[src/rtl/usr_pkg.sv]
// Shared definitions for the parallel-to-serial transmit path: shift-register
// mode codes and the serializer controller state encoding.
package usr_pkg;

    localparam logic [1:0] USR_HOLD = 2'b00;
    localparam logic [1:0] USR_SHR  = 2'b01;
    localparam logic [1:0] USR_SHL  = 2'b10;
    localparam logic [1:0] USR_LOAD = 2'b11;

    typedef enum logic [1:0] {
        ST_IDLE  = 2'b00,
        ST_LOAD  = 2'b01,
        ST_SHIFT = 2'b10
    } usr_state_e;

    // MSB-first words leave from the top, so the register shifts left.
    function automatic logic [1:0] shift_code(input logic msb_first);
        return msb_first ? USR_SHL : USR_SHR;
    endfunction

endpackage

[src/rtl/usr_serializer_ctrl_if.sv]
// Upstream word handshake and downstream serial-bit handshake of the
// serializer controller.
interface usr_serializer_ctrl_if #(
    parameter int N = 4
);
    logic         in_valid;
    logic         in_ready;
    logic [N-1:0] in_data;
    logic         in_msb_first;
    logic         in_fill;
    logic         ser_valid;
    logic         ser_data;
    logic         ser_ready;
    logic         frame_done;

    modport master (
        output in_valid, in_data, in_msb_first, in_fill, ser_ready,
        input  in_ready, ser_valid, ser_data, frame_done
    );

    modport slave (
        input  in_valid, in_data, in_msb_first, in_fill, ser_ready,
        output in_ready, ser_valid, ser_data, frame_done
    );
endinterface

[src/rtl/usr_serializer_ctrl.sv]
// Serializer controller: loads accepted words into the universal shift
// register and streams its boundary bit out one bit per accepted cycle.
module usr_serializer_ctrl
    import usr_pkg::*;
#(
    parameter int N     = 4,
    parameter int CNT_W = $clog2(N)
) (
    input  logic                 clk,
    input  logic                 reset_n,
    usr_serializer_ctrl_if.slave bus,
    output logic [1:0]           usr_s,
    output logic [N-1:0]         usr_I,
    output logic                 usr_MSB_in,
    output logic                 usr_LSB_in,
    input  logic [N-1:0]         usr_Q
);

    usr_state_e       state_r;
    usr_state_e       state_s;
    logic [CNT_W-1:0] cnt_r;
    logic [CNT_W-1:0] tap_idx_s;
    logic             msb_first_r;
    logic             ser_valid_r;
    logic             ser_data_r;
    logic             in_ready_s;
    logic             frame_done_s;
    logic             accept_s;
    logic             advance_s;
    logic             last_s;
    logic             boundary_s;

    assign last_s     = (cnt_r == CNT_W'(N - 1));
    assign tap_idx_s  = msb_first_r ? CNT_W'(N - 1) : {CNT_W{1'b0}};
    assign boundary_s = usr_Q[tap_idx_s];

    assign bus.in_ready   = in_ready_s;
    assign bus.frame_done = frame_done_s;
    assign bus.ser_valid  = ser_valid_r;
    assign bus.ser_data   = ser_data_r;

    // FSM state register
    always_ff @(posedge clk or negedge reset_n) begin
        if (!reset_n) begin
            state_r <= ST_IDLE;
        end else begin
            state_r <= state_s;
        end
    end

    // Next state and combinational mode/handshake outputs; usr_s follows ser_ready within the half cycle
    always_comb begin
        state_s      = state_r;
        usr_s        = USR_HOLD;
        in_ready_s   = 1'b0;
        frame_done_s = 1'b0;
        accept_s     = 1'b0;
        advance_s    = 1'b0;
        case (state_r)
            ST_IDLE: begin
                in_ready_s = 1'b1;
                accept_s   = bus.in_valid;
                if (bus.in_valid) begin
                    state_s = ST_LOAD;
                end else begin
                    state_s = ST_IDLE;
                end
            end
            ST_LOAD: begin
                usr_s   = USR_LOAD;
                state_s = ST_SHIFT;
            end
            ST_SHIFT: begin
                if (bus.ser_ready) begin
                    usr_s = shift_code(msb_first_r);
                end else begin
                    usr_s = USR_HOLD;
                end
                frame_done_s = last_s && ser_valid_r;
                advance_s    = ser_valid_r && bus.ser_ready;
                if (advance_s && last_s) begin
                    state_s = ST_IDLE;
                end else begin
                    state_s = ST_SHIFT;
                end
            end
            default: begin
                state_s = ST_IDLE;
            end
        endcase
    end

    // Word capture on acceptance, serial output register and bit counter
    always_ff @(posedge clk or negedge reset_n) begin
        if (!reset_n) begin
            usr_I       <= '0;
            usr_MSB_in  <= 1'b0;
            usr_LSB_in  <= 1'b0;
            msb_first_r <= 1'b0;
            ser_valid_r <= 1'b0;
            ser_data_r  <= 1'b0;
            cnt_r       <= '0;
        end else begin
            if (accept_s) begin
                usr_I       <= bus.in_data;
                msb_first_r <= bus.in_msb_first;
                usr_MSB_in  <= bus.in_fill;
                usr_LSB_in  <= bus.in_fill;
            end
            if (state_r == ST_LOAD) begin
                ser_data_r  <= boundary_s;
                ser_valid_r <= 1'b1;
                cnt_r       <= '0;
            end else if (advance_s) begin
                if (last_s) begin
                    ser_valid_r <= 1'b0;
                end else begin
                    cnt_r      <= cnt_r + CNT_W'(1);
                    ser_data_r <= boundary_s;
                end
            end
        end
    end

endmodule
[src/flat_wrapper.sv]
// flat-port wrapper written by rule: the top's interface ports become plain ports
module usr_serializer_ctrl_flat import usr_pkg::*;
#(
    parameter int N     = 4,
    parameter int CNT_W = $clog2(N)
)
  (clk, reset_n, usr_s, usr_I, usr_MSB_in, usr_LSB_in, usr_Q, bus_in_valid, bus_in_data, bus_in_msb_first, bus_in_fill, bus_ser_ready, bus_in_ready, bus_ser_valid, bus_ser_data, bus_frame_done);
  usr_serializer_ctrl_if #(.N(N)) bus_i ();
  input  logic clk;
  input  logic reset_n;
  output logic [1:0] usr_s;
  output logic [N-1:0] usr_I;
  output logic usr_MSB_in;
  output logic usr_LSB_in;
  input  logic [N-1:0] usr_Q;
  input wire logic [$bits(bus_i.in_valid)-1:0] bus_in_valid;
  input wire logic [$bits(bus_i.in_data)-1:0] bus_in_data;
  input wire logic [$bits(bus_i.in_msb_first)-1:0] bus_in_msb_first;
  input wire logic [$bits(bus_i.in_fill)-1:0] bus_in_fill;
  input wire logic [$bits(bus_i.ser_ready)-1:0] bus_ser_ready;
  output wire logic [$bits(bus_i.in_ready)-1:0] bus_in_ready;
  output wire logic [$bits(bus_i.ser_valid)-1:0] bus_ser_valid;
  output wire logic [$bits(bus_i.ser_data)-1:0] bus_ser_data;
  output wire logic [$bits(bus_i.frame_done)-1:0] bus_frame_done;
  assign bus_i.in_valid = bus_in_valid;
  assign bus_i.in_data = bus_in_data;
  assign bus_i.in_msb_first = bus_in_msb_first;
  assign bus_i.in_fill = bus_in_fill;
  assign bus_i.ser_ready = bus_ser_ready;
  assign bus_in_ready = bus_i.in_ready;
  assign bus_ser_valid = bus_i.ser_valid;
  assign bus_ser_data = bus_i.ser_data;
  assign bus_frame_done = bus_i.frame_done;
  usr_serializer_ctrl #(.N(N), .CNT_W(CNT_W)) u_core (.clk(clk), .reset_n(reset_n), .bus(bus_i), .usr_s(usr_s), .usr_I(usr_I), .usr_MSB_in(usr_MSB_in), .usr_LSB_in(usr_LSB_in), .usr_Q(usr_Q));
endmodule
[config.mk]
export PLATFORM = sky130hd
export DESIGN_NAME = usr_serializer_ctrl_flat
export DESIGN_NICKNAME = d
export VERILOG_FILES = /design/src/rtl/usr_pkg.sv /design/src/rtl/usr_serializer_ctrl_if.sv /design/src/rtl/usr_serializer_ctrl.sv /design/src/flat_wrapper.sv
export SDC_FILE = /design/constraint.sdc
export NUM_CORES = 1
export LEC_CHECK = 0
export CAP_MARGIN = 20
export CORE_MARGIN = 2
export CORE_UTILIZATION = 30
export CTS_CLUSTER_SIZE = 30
export DETAILED_ROUTE_END_ITERATION = 6
export HOLD_SLACK_MARGIN = 0.08
export PLACE_DENSITY = 0.67
export SETUP_SLACK_MARGIN = 0.5
export SYNTH_ARGS = -nofsm -noshare
export SYNTH_HDL_FRONTEND = slang
export SYNTH_SLANG_ARGS = --single-unit
[constraint.sdc]
create_clock -name clk -period 1.44 [get_ports clk]
set_input_delay 0.216 -clock clk [delete_from_list [all_inputs] [get_ports clk]]
set_output_delay 0.216 -clock clk [all_outputs]
set_load 0.005 [all_outputs]
Word level (Yosys, flattened, before mapping)
Cells that the tools add are included.
{ "classes": {"n_mul": 0, "eq_ne": 4, "n_addsub": 1, "div_mod_pow": 0, "reduce_logical": 8, "n_lt_le_gt_ge": 1, "mux": 22, "bitwise": 0, "n_shift": 0} }
{ "op_table": {"columns": ["cell", "n"], "rows": [
  ["$mux 2", 7],
  ["$mux 1", 12],
  ["$pmux 2 s3", 1],
  ["$eq 2x2->1 const B", 2],
  ["$pmux 2 s2", 1],
  ["$reduce_and 2->1", 2],
  ["$reduce_bool 2->1", 2],
  ["$logic_and 1x1->1", 3],
  ["$lt 2x3->1 const B", 1],
  ["$add 2x1->2 const B", 1],
  ["$bmux 1 s2", 1],
  ["$eq 2x1->1 const B", 1],
  ["$logic_not 2->1", 1],
  ["$ne 2x2->1 const B", 1]
]} }
{ "word_totals": {"word_cells": 43, "reg_bits": 12, "latch_bits": 0, "ram_bits": 0, "mem_count": 0, "in_bits": 14, "output_inout_bits": 12, "mem_bits_ro": 0} }

Logic depth before layout (Yosys ltp)
Gate-level depths: netlist of run 1.
{ "depth": {"word_depth": 6, "mapped_depth": 5, "ltp_nobuf": 5} }

Worst setup path before layout of run 1
No wires, ideal clock.
{ "synth_timing": {"path_kind": "reg-to-reg", "startpoint": "reg u_core.state_r[0]", "endpoint": "reg u_core.ser_data_r (netlist: u_core.bus.ser_data)", "t_arrival_ps": 1271, "setup_ps": 128, "slack_ps": 41, "required_time_ps": 1312, "period_less_slack_ps": 1399, "stages_incl_launch_ff": 6, "path_cell_list": "dfrtp_1 inv_1 ha_1 a31oi_1 a21oi_2 mux2_1"} }
{ "synth_via": {"elab_chain_cells": 4, "elab_cells_between_ends": 7, "cone_classes": "3 x eq/ne; 2 x mux; 2 x reduce/logical"} }
{ "synth_rtl": {"columns": ["element", "line_no", "text"], "rows": [
  ["start: declaration", "usr_serializer_ctrl.sv:19", "usr_state_e state_r;"],
  ["start signal: assignment", "usr_serializer_ctrl.sv:47", "state_r <= state_s;"],
  ["$eq 2x2->1", "usr_serializer_ctrl.sv:59", "case (state_r)"],
  ["$mux 1", "usr_serializer_ctrl.sv:59", null],
  ["$reduce_bool 2->1 (no line)", null, null],
  ["$reduce_and 2->1 (no line)", null, null],
  ["end signal: assignment", "usr_serializer_ctrl.sv:111", "ser_data_r <= boundary_s;"],
  ["end signal: assignment", "usr_serializer_ctrl.sv:119", "ser_data_r <= boundary_s;"],
  ["end: declaration", "usr_serializer_ctrl.sv:25", "logic ser_data_r;"]
]} }
Several ways; a longest one is shown, not always the timed one.
A chain may end at the register's enable or synchronous reset.

Worst setup path after layout of run 1
{ "layout_timing": {"startpoint": "reg u_core.state_r[1]", "endpoint": "out usr_s[1]"} }
{ "layout_via": {"elab_chain_cells": 2, "elab_cells_between_ends": 3, "cone_classes": "2 x eq/ne; 1 x mux"} }
{ "layout_rtl": {"columns": ["element", "line_no", "text"], "rows": [
  ["$eq 2x2->1 / $eq 2x1->1 (equally long branches)", "usr_serializer_ctrl.sv:59", null],
  ["$pmux 2 s2 *", "usr_serializer_ctrl.sv:59", null],
  ["end: declaration", "flat_wrapper.sv:11", "output logic [1:0] usr_s;"]
]} }
Mark *: on every way between the ends. The rest lies on a longest branch, timed or not.

==> reports/qor.csv, run 1 <==
metric;value;unit
cells after synthesis;50;
Synth Flop Type;dfrtp_1;
die area;0.00243;mm^2
H-tree levels;1;
Post-Layout Cell Count;121;
post-route setup slack;-0.0858;ns
Starting Density;31.6;%
layout cells sized above 1;57.4;%
Tightest Pin Transition;0.210;ns
routed len/inst;12.0;um
Worst EP arrival;1.31;ns
Fin Setup TNS;-0.453;ns
Slew Limit Fails;0;
Final Hold Vio Count;0;
# rows;16;
Netlist Area Pre-Place;614;um^2
PortBufs;23;
Crit-path slowest cell;dfrtp_2;
Logic pwr share;7.4;%
Crit path required time;1.22;ns
violated checks;setup timing;
DR pass1 iterations;2;
Die H;49.3;um
vias in the first global route;601;
VDD IR max;0.533;mV
CTS buffer count;3;
Final GP Congestion;0.664;
maximum single-stage delay on the critical path;0.43;ns
worst min path class;input pin to asynchronous set/reset pin;
Synth cell types;17;
unrepaired setup endpoints after global routing;true;
Die Wd;49.3;um
CTS sink count;12;
number of synthesized flops with an enable pin;0;
placed cells;109;
Area Growth Syn to Fin;81.3;%
MaxCap Viol Count;0;
P_int;523;uW
Synth top area share;48.9;%
Synth area leaders;dfrtp_1, ha_1, mux2_2;
WL final;1450;um
min Tclk post-route;1.53;ns
NumNets Final;116;
Net Switching;129;uW
root buffer cell;clkbuf_4;
antenna viol nets, final;0;
vias after detailed routing;530;
Core ar.;0.00194;mm^2
leakage;0.596;nW
# IOs;26;
Yosys reg bits;12;
Clock Tree Buf Depth;2;
clock share of power;41.0;%
Worst-Skew Late Latency;0.27;ns
startpoint types;flip-flop;
CTS tree;yes;
Final Cycle Share;106;%
global-route wire length before repair;2480;um
synth warn;0;
most frequent cells after synthesis;dfrtp_1, ha_1, mux2_2, mux2_1, nand3_1;
overall global routing resource usage;13.4;%
DR iter-0 viols;3;
crit-path cells;inv_2, ha_2, a21boi_2, buf_2;
most common cell in the netlist;dfrtp_1;
CP Capture Type;output pin;
relative slew slack;86.0;%
WHS;0.234;ns
Setup Viol. Count Final;6;
initial antenna violation count;0;
HPWL Detailed;1060;um
DRC viols;0;
WP buf/inv;2;
syn_nets;71;
leading area contributor after synthesis;dfrtp_1;
family with the most delay on the worst path;flip-flops;
Remaining Overflow, GRT;0;
largest net degree at the start of global routing;13;
Via density;4.38;
Seq pwr share;51.6;%
Layout Skew;0.00297;ns
Critical Path Fanout Max;3;
ys async rst share;100;%
antenna cells;0;
worst slack at placement;-0.258;ns
hold buffer count at CTS;0;
PD cells;585;mW/mm^2
clock-pin transition on the worst setup and hold timing paths;0.08;ns
sequential-to-total area share from yosys stat;48.9;%
CP Class;flip-flop to output pin;
status;finished, violations left;
sw frac;19.8;%
Fmax;0.655;GHz
Mean Syn Cell Area;12.3;um^2
## through the flow
stage / total power [mW] / utilization [%] / instance area (um^2)
2_1_floorplan: 0.347 / - / 646
3_3_place_gp: 0.391 / 50.3 / 977
3_5_place_dp: 0.392 / 50.3 / 977
4_1_cts: 0.665 / 54.5 / 1060
5_1_grt: 0.682 / 57.3 / 1110
6_report: 0.652 / 57.3 / 1110
## layout make-up
type                            instances  area, um^2
Clock buffer                            4        36.3
Timing Repair Buffer                   41         342
Tap cell                               27        33.8
Sequential cell                        12         302
Inverter                                3        13.8
Fill cell                             172         828
Multi-Input combinational cell         34         387
## power by group through the flow
stage / Clock, mW / Combinational (mW) / Sequential [mW]
6_report: 0.267 / 0.0483 / 0.337
5_1_grt: 0.292 / 0.0530 / 0.337
4_1_cts: 0.280 / 0.0489 / 0.337
3_5_place_dp: 0 / 0.0489 / 0.343
3_3_place_gp: 0 / 0.0481 / 0.343
2_1_floorplan: 0 / 0.00368 / 0.343
## state kept, by name (all words and copies together), names as in the netlist
| name | cells |
|---|---|
| u_core.state_r | 2 |
| u_core.usr_I | 4 |
| u_core.cnt_r | 2 |
| u_core.bus.ser_data | 1 |
| u_core.bus.ser_valid | 1 |
| u_core.msb_first_r | 1 |
| u_core.usr_MSB_in | 1 |
## cell usage in the layout (no fill, tap or decap), drive strengths merged, types with 2 or more instances in the layout
master,instances
inv,3
nand2,2
clkbuf,4
mux2,10
buf,28
nor2,3
dfrtp,12
clkdlybuf4s50,11
nand3,4
ha,7
## logic make-up after synthesis
group	synth area share, %
buf+inv	3.06
simple gates	8.56
compound gates	6.93
fa+ha+maj	14.3
mux	18.3
flops	48.9
## worst paths after layout
path	end	start	slack (ns)	cells past startpoint
worst min-delay path	u_core.usr_MSB_in	reset_n	0.23	2
worst max register to register	u_core.bus.ser_data	u_core.state_r[1]	-0.07	7
max in group asynchronous	u_core.state_r[1]	reset_n	1.04	2
worst max-delay path	usr_s[1]	u_core.state_r[1]	-0.09	4
worst min register to register	u_core.usr_I[2]	u_core.usr_I[2]	0.52	1
min in group clk	u_core.usr_I[2]	u_core.usr_I[2]	0.52	1
## metal layers
metal,up-vias,part of all wire (%),GRT usage [%]
li1,262,-,-
met1,248,42,14.0
met2,20,51,23.9
met3,0,6.8,3.99
met4,0,0,7.14
met5,-,0,0
## timing repair
item / in CTS / in global routing
resized for setup: 60 / 8
hold endpoints to repair: 0 / 0
setup buffers: 4 / 4
pin swaps: 0 / 4
endpoints found under the setup margin: 24 / 24
No activity file was read; power rests on OpenSTA's default activity.
==> inputs of run 2 (changes only) <==
--- a/config.mk
+++ b/config.mk
@@ -5,13 +5,15 @@
 export SDC_FILE = /design/constraint.sdc
 export NUM_CORES = 1
 export LEC_CHECK = 0
+export ABC_AREA = 1
 export CAP_MARGIN = 20
 export CORE_MARGIN = 2
 export CORE_UTILIZATION = 30
+export CTS_CLUSTER_DIAMETER = 150
 export CTS_CLUSTER_SIZE = 30
 export DETAILED_ROUTE_END_ITERATION = 6
 export HOLD_SLACK_MARGIN = 0.08
-export PLACE_DENSITY = 0.67
+export PLACE_DENSITY = 0.66
 export SETUP_SLACK_MARGIN = 0.5
 export SYNTH_ARGS = -nofsm -noshare
 export SYNTH_HDL_FRONTEND = slang
==> run 2 against run 1 <==
  * Global-route usage grew 0.37 points
  * Hold slack gained 0.016 ns
  * Combinational power rose to 31 times the previous value
  * The flow still finishes with violations (setup timing)
  * Critical path type unchanged
  * Largest cell class unchanged
  * Total power grew to 3.7 times the previous value
==> reports/qor.csv, run 2 <==
metric;value;unit;change
Critical Path Fanout Max;3;;unchanged
Slew Limit Fails;0;;unchanged
min Tclk post-route;1.46;ns;was 1.53 ns
most common cell in the netlist;nand2_1;;was dfrtp_1
Top reg by flops;u_core.usr_I;;unchanged
relative slew slack;78.2;%;was 86.0%
ys async rst share;100;%;unchanged
number of synthesized flops with an enable pin;0;;unchanged
maximum single-stage delay on the critical path;0.42;ns;was 0.43 ns
worst min path class;input pin to asynchronous set/reset pin;;unchanged
Final Hold Vio Count;0;;unchanged
Layout Skew;0.00291;ns;was 0.00297 ns
DRC viols;0;;unchanged
Synth Flop Type;dfrtp_1;;unchanged
most frequent cells in the layout;buf_4, nand2_1, clkdlybuf4s50_1, nand3_1, dfrtp_1;;was buf_4, clkdlybuf4s50_1, dfrtp_1, mux2_4, buf_2
largest net degree at the start of global routing;13;;unchanged
biggest registers after layout;u_core.usr_I: 4 flops, u_core.cnt_r: 2 flops, u_core.state_r: 2 flops;;unchanged
layout cells sized above 1;56.8;%;was 57.4%
Logic pwr share;63.4;%;was 7.4%
leading area contributor after synthesis;dfrtp_1;;unchanged
PD cells;1940;mW/mm^2;was 585 mW/mm^2
startpoint types;flip-flop;;unchanged
hold buffer count at CTS;0;;unchanged
Net Switching;921;uW;was 129 uW
Crit path required time;1.22;ns;about the same
root buffer cell;clkbuf_4;;unchanged
CTS buffer count;3;;unchanged
syn_nets;96;;was 71
vias in the first global route;632;;was 601
DR pass1 iterations;3;;was 2
CTS tree;yes;;unchanged
Final Cycle Share;101;%;was 106%
Die H;51.0;um;was 49.3 um
routed len/inst;10.7;um;was 12.0 um
leakage;0.599;nW;was 0.596 nW
Clock Tree Buf Depth;2;;unchanged
CP Capture Type;output pin;;unchanged
Starting Density;30.9;%;was 31.6%
Worst EP arrival;1.25;ns;was 1.31 ns
CP Class;flip-flop to output pin;;unchanged
initial antenna violation count;0;;unchanged
global-route wire length before repair;2660;um;was 2480 um
most frequent cells after synthesis;nand2_1, dfrtp_1, nand3_1, ha_1, inv_1;;was dfrtp_1, ha_1, mux2_2, mux2_1, nand3_1
cells after synthesis;75;;was 50
MaxCap Viol Count;0;;unchanged
antenna cells;0;;unchanged
Synth area leaders;dfrtp_1, ha_1, nand2_1;;was dfrtp_1, ha_1, mux2_2
clock share of power;11.2;%;was 41.0%
post-route setup slack;-0.0214;ns;was -0.0858 ns
DR iter-0 viols;2;;was 3
Setup Viol. Count Final;2;;was 6
overall global routing resource usage;13.8;%;was 13.4%
Synth cell types;16;;was 17
Mean Syn Cell Area;8.84;um^2;was 12.3 um^2
Final GP Congestion;0.700;;was 0.664
CTS sink count;12;;unchanged
Die Wd;51.0;um;was 49.3 um
P_int;1.48;mW;was 523 uW
Crit-path slowest cell;dfrtp_2;;unchanged
H-tree levels;1;;unchanged
Worst-Skew Late Latency;0.27;ns;about the same
max reg flops;4;;unchanged
design area;0.00124;mm^2;was 0.00111 mm^2
die area;0.00260;mm^2;was 0.00243 mm^2
antenna viol nets, final;0;;unchanged
area post-placement;0.00109;mm^2;was 977 um^2
Remaining Overflow, GRT;0;;unchanged
# rows;17;;was 16
footprint of the multi-input gates;448;um^2;was 387 um^2
Sequential Area;303;um^2;was 302 um^2
Tot Pwr;2.40;mW;was 652 uW
Fmax;0.684;GHz;was 0.655 GHz
Core ar.;0.00215;mm^2;was 0.00194 mm^2
crit-path cells;inv_4, ha_4, inv_2, a21oi_2, buf_2;;was inv_2, ha_2, a21boi_2, buf_2
Area Growth Syn to Fin;87.2;%;was 81.3%
status;finished, violations left;;unchanged
PortBufs;23;;unchanged
vias after detailed routing;669;;was 530
# IOs;26;;unchanged
Via density;4.37;;was 4.38
Synth top area share;45.3;%;was 48.9%
sw frac;38.3;%;was 19.8%
Yosys reg bits;12;;unchanged
synth warn;0;;unchanged
HPWL Detailed;1160;um;was 1060 um
clock-pin transition on the worst setup and hold timing paths;0.08;ns;about the same
worst slack at placement;-0.237;ns;was -0.258 ns
fillers;219;;was 172
NumNets Final;147;;was 116
WL final;1630;um;was 1450 um
Tightest Pin Transition;0.327;ns;was 0.210 ns
unrepaired setup endpoints after global routing;true;;unchanged
commonest non-fill, non-tap cell in the layout;buf_4;;unchanged
VDD IR max;0.930;mV;was 0.533 mV
sequential-to-total area share from yosys stat;45.3;%;was 48.9%
Seq pwr share;25.5;%;was 51.6%
Netlist Area Pre-Place;663;um^2;was 614 um^2
violated checks;setup timing;;unchanged
run 2: changes by cell type after synthesis, sizes merged:
cell,before,now
a21boi,1,0
a21o,1,0
a21oi,1,3
a31oi,1,0
and2b,1,0
inv,3,8
mux2,10,0
nand2,2,24
nand3,4,13
nor2,3,4
o21a,1,0
o21ai,1,2
run 2: what timing repair did:
item                       CTS  global route
setup endpoints to repair   24            24
gates resized for setup     63             4
pin swaps                    3             2
setup buffers                7             5
run 2: critical path, delay by kind of cell (launching register included):
kind / cells / cell delay [ns]
fa+ha+maj: 1 / 0.26
buf+inv: 3 / 0.21
compound gates: 1 / 0.08
flops: 1 / 0.42
run 2: worst paths after layout:
check	from	to	slack (ns)	cells after the start
max in group asynchronous	reset_n	u_core.state_r[0]	1.01	2
worst min register to register	u_core.cnt_r[1]	u_core.cnt_r[1]	0.51	2
worst max-delay path	u_core.state_r[1]	usr_s[1]	-0.02	5
worst max register to register	u_core.state_r[1]	u_core.cnt_r[1]	0.07	8
worst min-delay path	reset_n	u_core.usr_I[2]	0.25	2
min in group clk	bus_in_data[3]	u_core.usr_I[3]	0.50	3
run 2: cell families after synthesis:
kind of cell	Yosys count	synth area share (%)
DFF	12	45.3
AOI/OAI and AO/OA	5	4.34
adders and majority gates	7	13.2
buffers and inverters	9	5.66
and+or+nand+nor	42	31.5
run 2: per-layer routing:
layer	vias up	GRT usage [%]	wire, um
met5	-	0	0
met2	18	23.6	873
met4	0	5.41	0
met3	0	3.51	92
met1	312	16.3	668
li1	339	-	-
run 2: final cells by class:
type | count | area share (%)
Multi-Input combinational cell | 54 | 36.1
Timing Repair Buffer | 47 | 30.9
Sequential cell | 12 | 24.4
Clock buffer | 4 | 2.92
Inverter | 8 | 2.82
Tap cell | 28 | 2.82
run 2: power groups by stage:
stage	Combinational [mW]	Sequential (mW)	Clock, mW
6_report	1.52	0.613	0.268
5_1_grt	1.68	0.638	0.301
4_1_cts	1.40	0.617	0.287
3_5_place_dp	1.24	0.627	0
3_3_place_gp	1.22	0.626	0
2_1_floorplan	0.646	0.647	0
run 2: stage by stage:
stage	hold WS (ns)	std cells	utilization, %	TNS [ns]
final	0.250	153	57.8	-0.0426
after global routing	0.243	153	57.8	-0.254
after CTS	0.237	148	55.3	-0.0935
after detailed placement	0.462	137	50.9	-0.529
after global placement	0.459	137	50.9	-0.461
after floorplan	-0.0796	75	-	0
==> inputs of run 3 (changes only) <==
--- a/config.mk
+++ b/config.mk
@@ -14,6 +14,7 @@
 export DETAILED_ROUTE_END_ITERATION = 6
 export HOLD_SLACK_MARGIN = 0.08
 export PLACE_DENSITY = 0.66
+export REMOVE_ABC_BUFFERS = 1
 export SETUP_SLACK_MARGIN = 0.5
 export SYNTH_ARGS = -nofsm -noshare
 export SYNTH_HDL_FRONTEND = slang
==> run 3 against run 2 <==
  * The run still ends with setup timing left
  * Register-to-register slack worse by 0.07 ns
  * Highest routed layer is now met4
  * Cell count decreased by 1.3%
  * Setup slack got worse by 0.093 ns
  * Cell area fell by 4.6%
  * Largest power group unchanged
  * Critical path depth increased by 1
  * Critical path type unchanged
  * Sequential power decreased by 2%
==> reports/qor.csv, run 3 (synthesis results as in run 2) <==
metric;value;unit;change
Starting Density;30.9;%;unchanged
Via density;4.48;;was 4.37
Critical Path Fanout Max;3;;unchanged
DR pass1 iterations;4;;was 3
antenna cells;0;;unchanged
MaxCap Viol Count;0;;unchanged
violated checks;setup timing;;unchanged
startpoint types;flip-flop;;unchanged
biggest registers after layout;u_core.usr_I: 4 flops, u_core.cnt_r: 2 flops, u_core.state_r: 2 flops;;unchanged
vias in the first global route;696;;was 632
status;finished, violations left;;unchanged
max reg flops;4;;unchanged
vias after detailed routing;676;;was 669
Layout Skew;0.00612;ns;was 0.00291 ns
H-tree levels;1;;unchanged
relative slew slack;83.1;%;was 78.2%
CTS sink count;12;;unchanged
post-route setup slack;-0.114;ns;was -0.0214 ns
hold buffer count at CTS;0;;unchanged
unrepaired setup endpoints after global routing;true;;unchanged
fillers;196;;was 219
Final Hold Vio Count;0;;unchanged
Clock Tree Buf Depth;2;;unchanged
worst min path class;input pin to asynchronous set/reset pin;;unchanged
overall global routing resource usage;14.2;%;was 13.8%
Die H;51.0;um;unchanged
die area;0.00260;mm^2;unchanged
VDD IR max;1.10;mV;was 0.930 mV
CTS buffer count;3;;unchanged
commonest non-fill, non-tap cell in the layout;nand2_1;;was buf_4
root buffer cell;clkbuf_4;;unchanged
NumNets Final;145;;was 147
routed len/inst;11.5;um;was 10.7 um
Crit path required time;1.22;ns;about the same
clock-pin transition on the worst setup and hold timing paths;0.08;ns;about the same
CP Capture Type;output pin;;unchanged
Slew Limit Fails;0;;unchanged
DR iter-0 viols;8;;was 2
CTS tree;yes;;unchanged
HPWL Detailed;1130;um;was 1160 um
Fmax;0.644;GHz;was 0.684 GHz
# IOs;26;;unchanged
PD cells;1940;mW/mm^2;about the same
WHS;0.233;ns;was 0.250 ns
Area Growth Syn to Fin;78.5;%;was 87.2%
Worst EP arrival;1.34;ns;was 1.25 ns
Fin Setup TNS;-0.225;ns;was -0.0426 ns
initial antenna violation count;0;;unchanged
layout cells sized above 1;51.2;%;was 56.8%
antenna viol nets, final;0;;unchanged
Die Wd;51.0;um;unchanged
Setup Viol. Count Final;3;;was 2
Worst-Skew Late Latency;0.27;ns;about the same
global-route wire length before repair;2780;um;was 2660 um
Remaining Overflow, GRT;0;;unchanged
largest net degree at the start of global routing;13;;unchanged
CP Class;flip-flop to output pin;;unchanged
Final GP Congestion;0.739;;was 0.700
Tightest Pin Transition;0.253;ns;was 0.327 ns
WL final;1740;um;was 1630 um
PortBufs;23;;unchanged
# rows;17;;unchanged
min Tclk post-route;1.55;ns;was 1.46 ns
most frequent cells in the layout;nand2_1, buf_4, dfrtp_1, clkdlybuf4s50_1, buf_2;;was buf_4, nand2_1, clkdlybuf4s50_1, nand3_1, dfrtp_1
DRC viols;0;;unchanged
Top reg by flops;u_core.usr_I;;unchanged
Final Cycle Share;108;%;was 101%
Core ar.;0.00215;mm^2;unchanged
leakage;0.595;nW;was 0.599 nW
==> run 3: changes by cell type in the layout (fill, tap and decap cells not counted), sizes merged <==
cell / previous run / this run
buf: 36 / 33
dlygate4sd2: 0 / 1
==> run 3: final timing paths <==
path,startpoint,to,slack [ns],cells after the start
max,u_core.state_r[0],usr_s[1],-0.11,6
min reg2reg,u_core.usr_I[3],u_core.usr_I[3],0.48,2
max in group asynchronous,reset_n,u_core.usr_I[0],1.05,2
min in group clk,u_core.usr_I[3],u_core.usr_I[3],0.48,2
max reg2reg,u_core.state_r[0],u_core.bus.ser_data,0,11
min,reset_n,u_core.bus.ser_valid,0.23,2
==> run 3: layout make-up <==
| class | count | area, um^2 | area share, % |
|---|---|---|---|
| multi-input cells | 54 | 402 | 33.9 |
| flip-flops and latches | 12 | 300 | 25.4 |
| repair buffers | 45 | 380 | 32.1 |
| well taps | 28 | 35.0 | 2.96 |
| clock buffers | 4 | 36.3 | 3.07 |
| inverters | 8 | 30.0 | 2.54 |
==> run 3: metrics by stage <==
step / instances / worst slack, ns / util (%) / area, um^2 / total power, mW
2_1_floorplan: 74 / 0.236 / - / 656 / 1.11
3_3_place_gp: 134 / -0.192 / 46.0 / 988 / 1.63
3_5_place_dp: 134 / -0.219 / 46.0 / 988 / 1.66
4_1_cts: 148 / -0.0789 / 52.7 / 1130 / 2.16
5_1_grt: 151 / -0.182 / 55.1 / 1180 / 2.50
6_report: 151 / -0.114 / 55.1 / 1180 / 2.30
==> run 3: repair_timing <==
| action | in CTS | in global routing |
|---|---|---|
| pin swaps | 6 | 3 |
| setup endpoints to repair | 24 | 24 |
| buffers inserted | 10 | 3 |
| gates resized for setup | 63 | 9 |
==> run 3: per-layer routing <==
metal / vias to the layer above / global-route usage [%] / share of wire [%] / wire (um)
met3: 2 / 3.51 / 5.9 / 103
met4: 0 / 4.05 / 0.80 / 14
li1: 334 / - / - / -
met1: 313 / 14.0 / 36 / 629
met2: 27 / 28.6 / 57 / 997
met5: - / 0 / 0 / 0
==> run 3: power breakdown <==
group	internal [mW]	leakage (nW)	switching [mW]	total, mW
clock	0.154	0.0210	0.114	0.268
combinational	0.764	0.429	0.669	1.43
sequential	0.492	0.145	0.109	0.601
==> run 3: critical path, stage by stage (launching register included) <==
cell and delay (ns):
dfrtp_1 0.39, inv_2 0.09, buf_12 0.11, ha_4 0.14
nand3_2 0.09, a21oi_2 0.14, buf_2 0.12
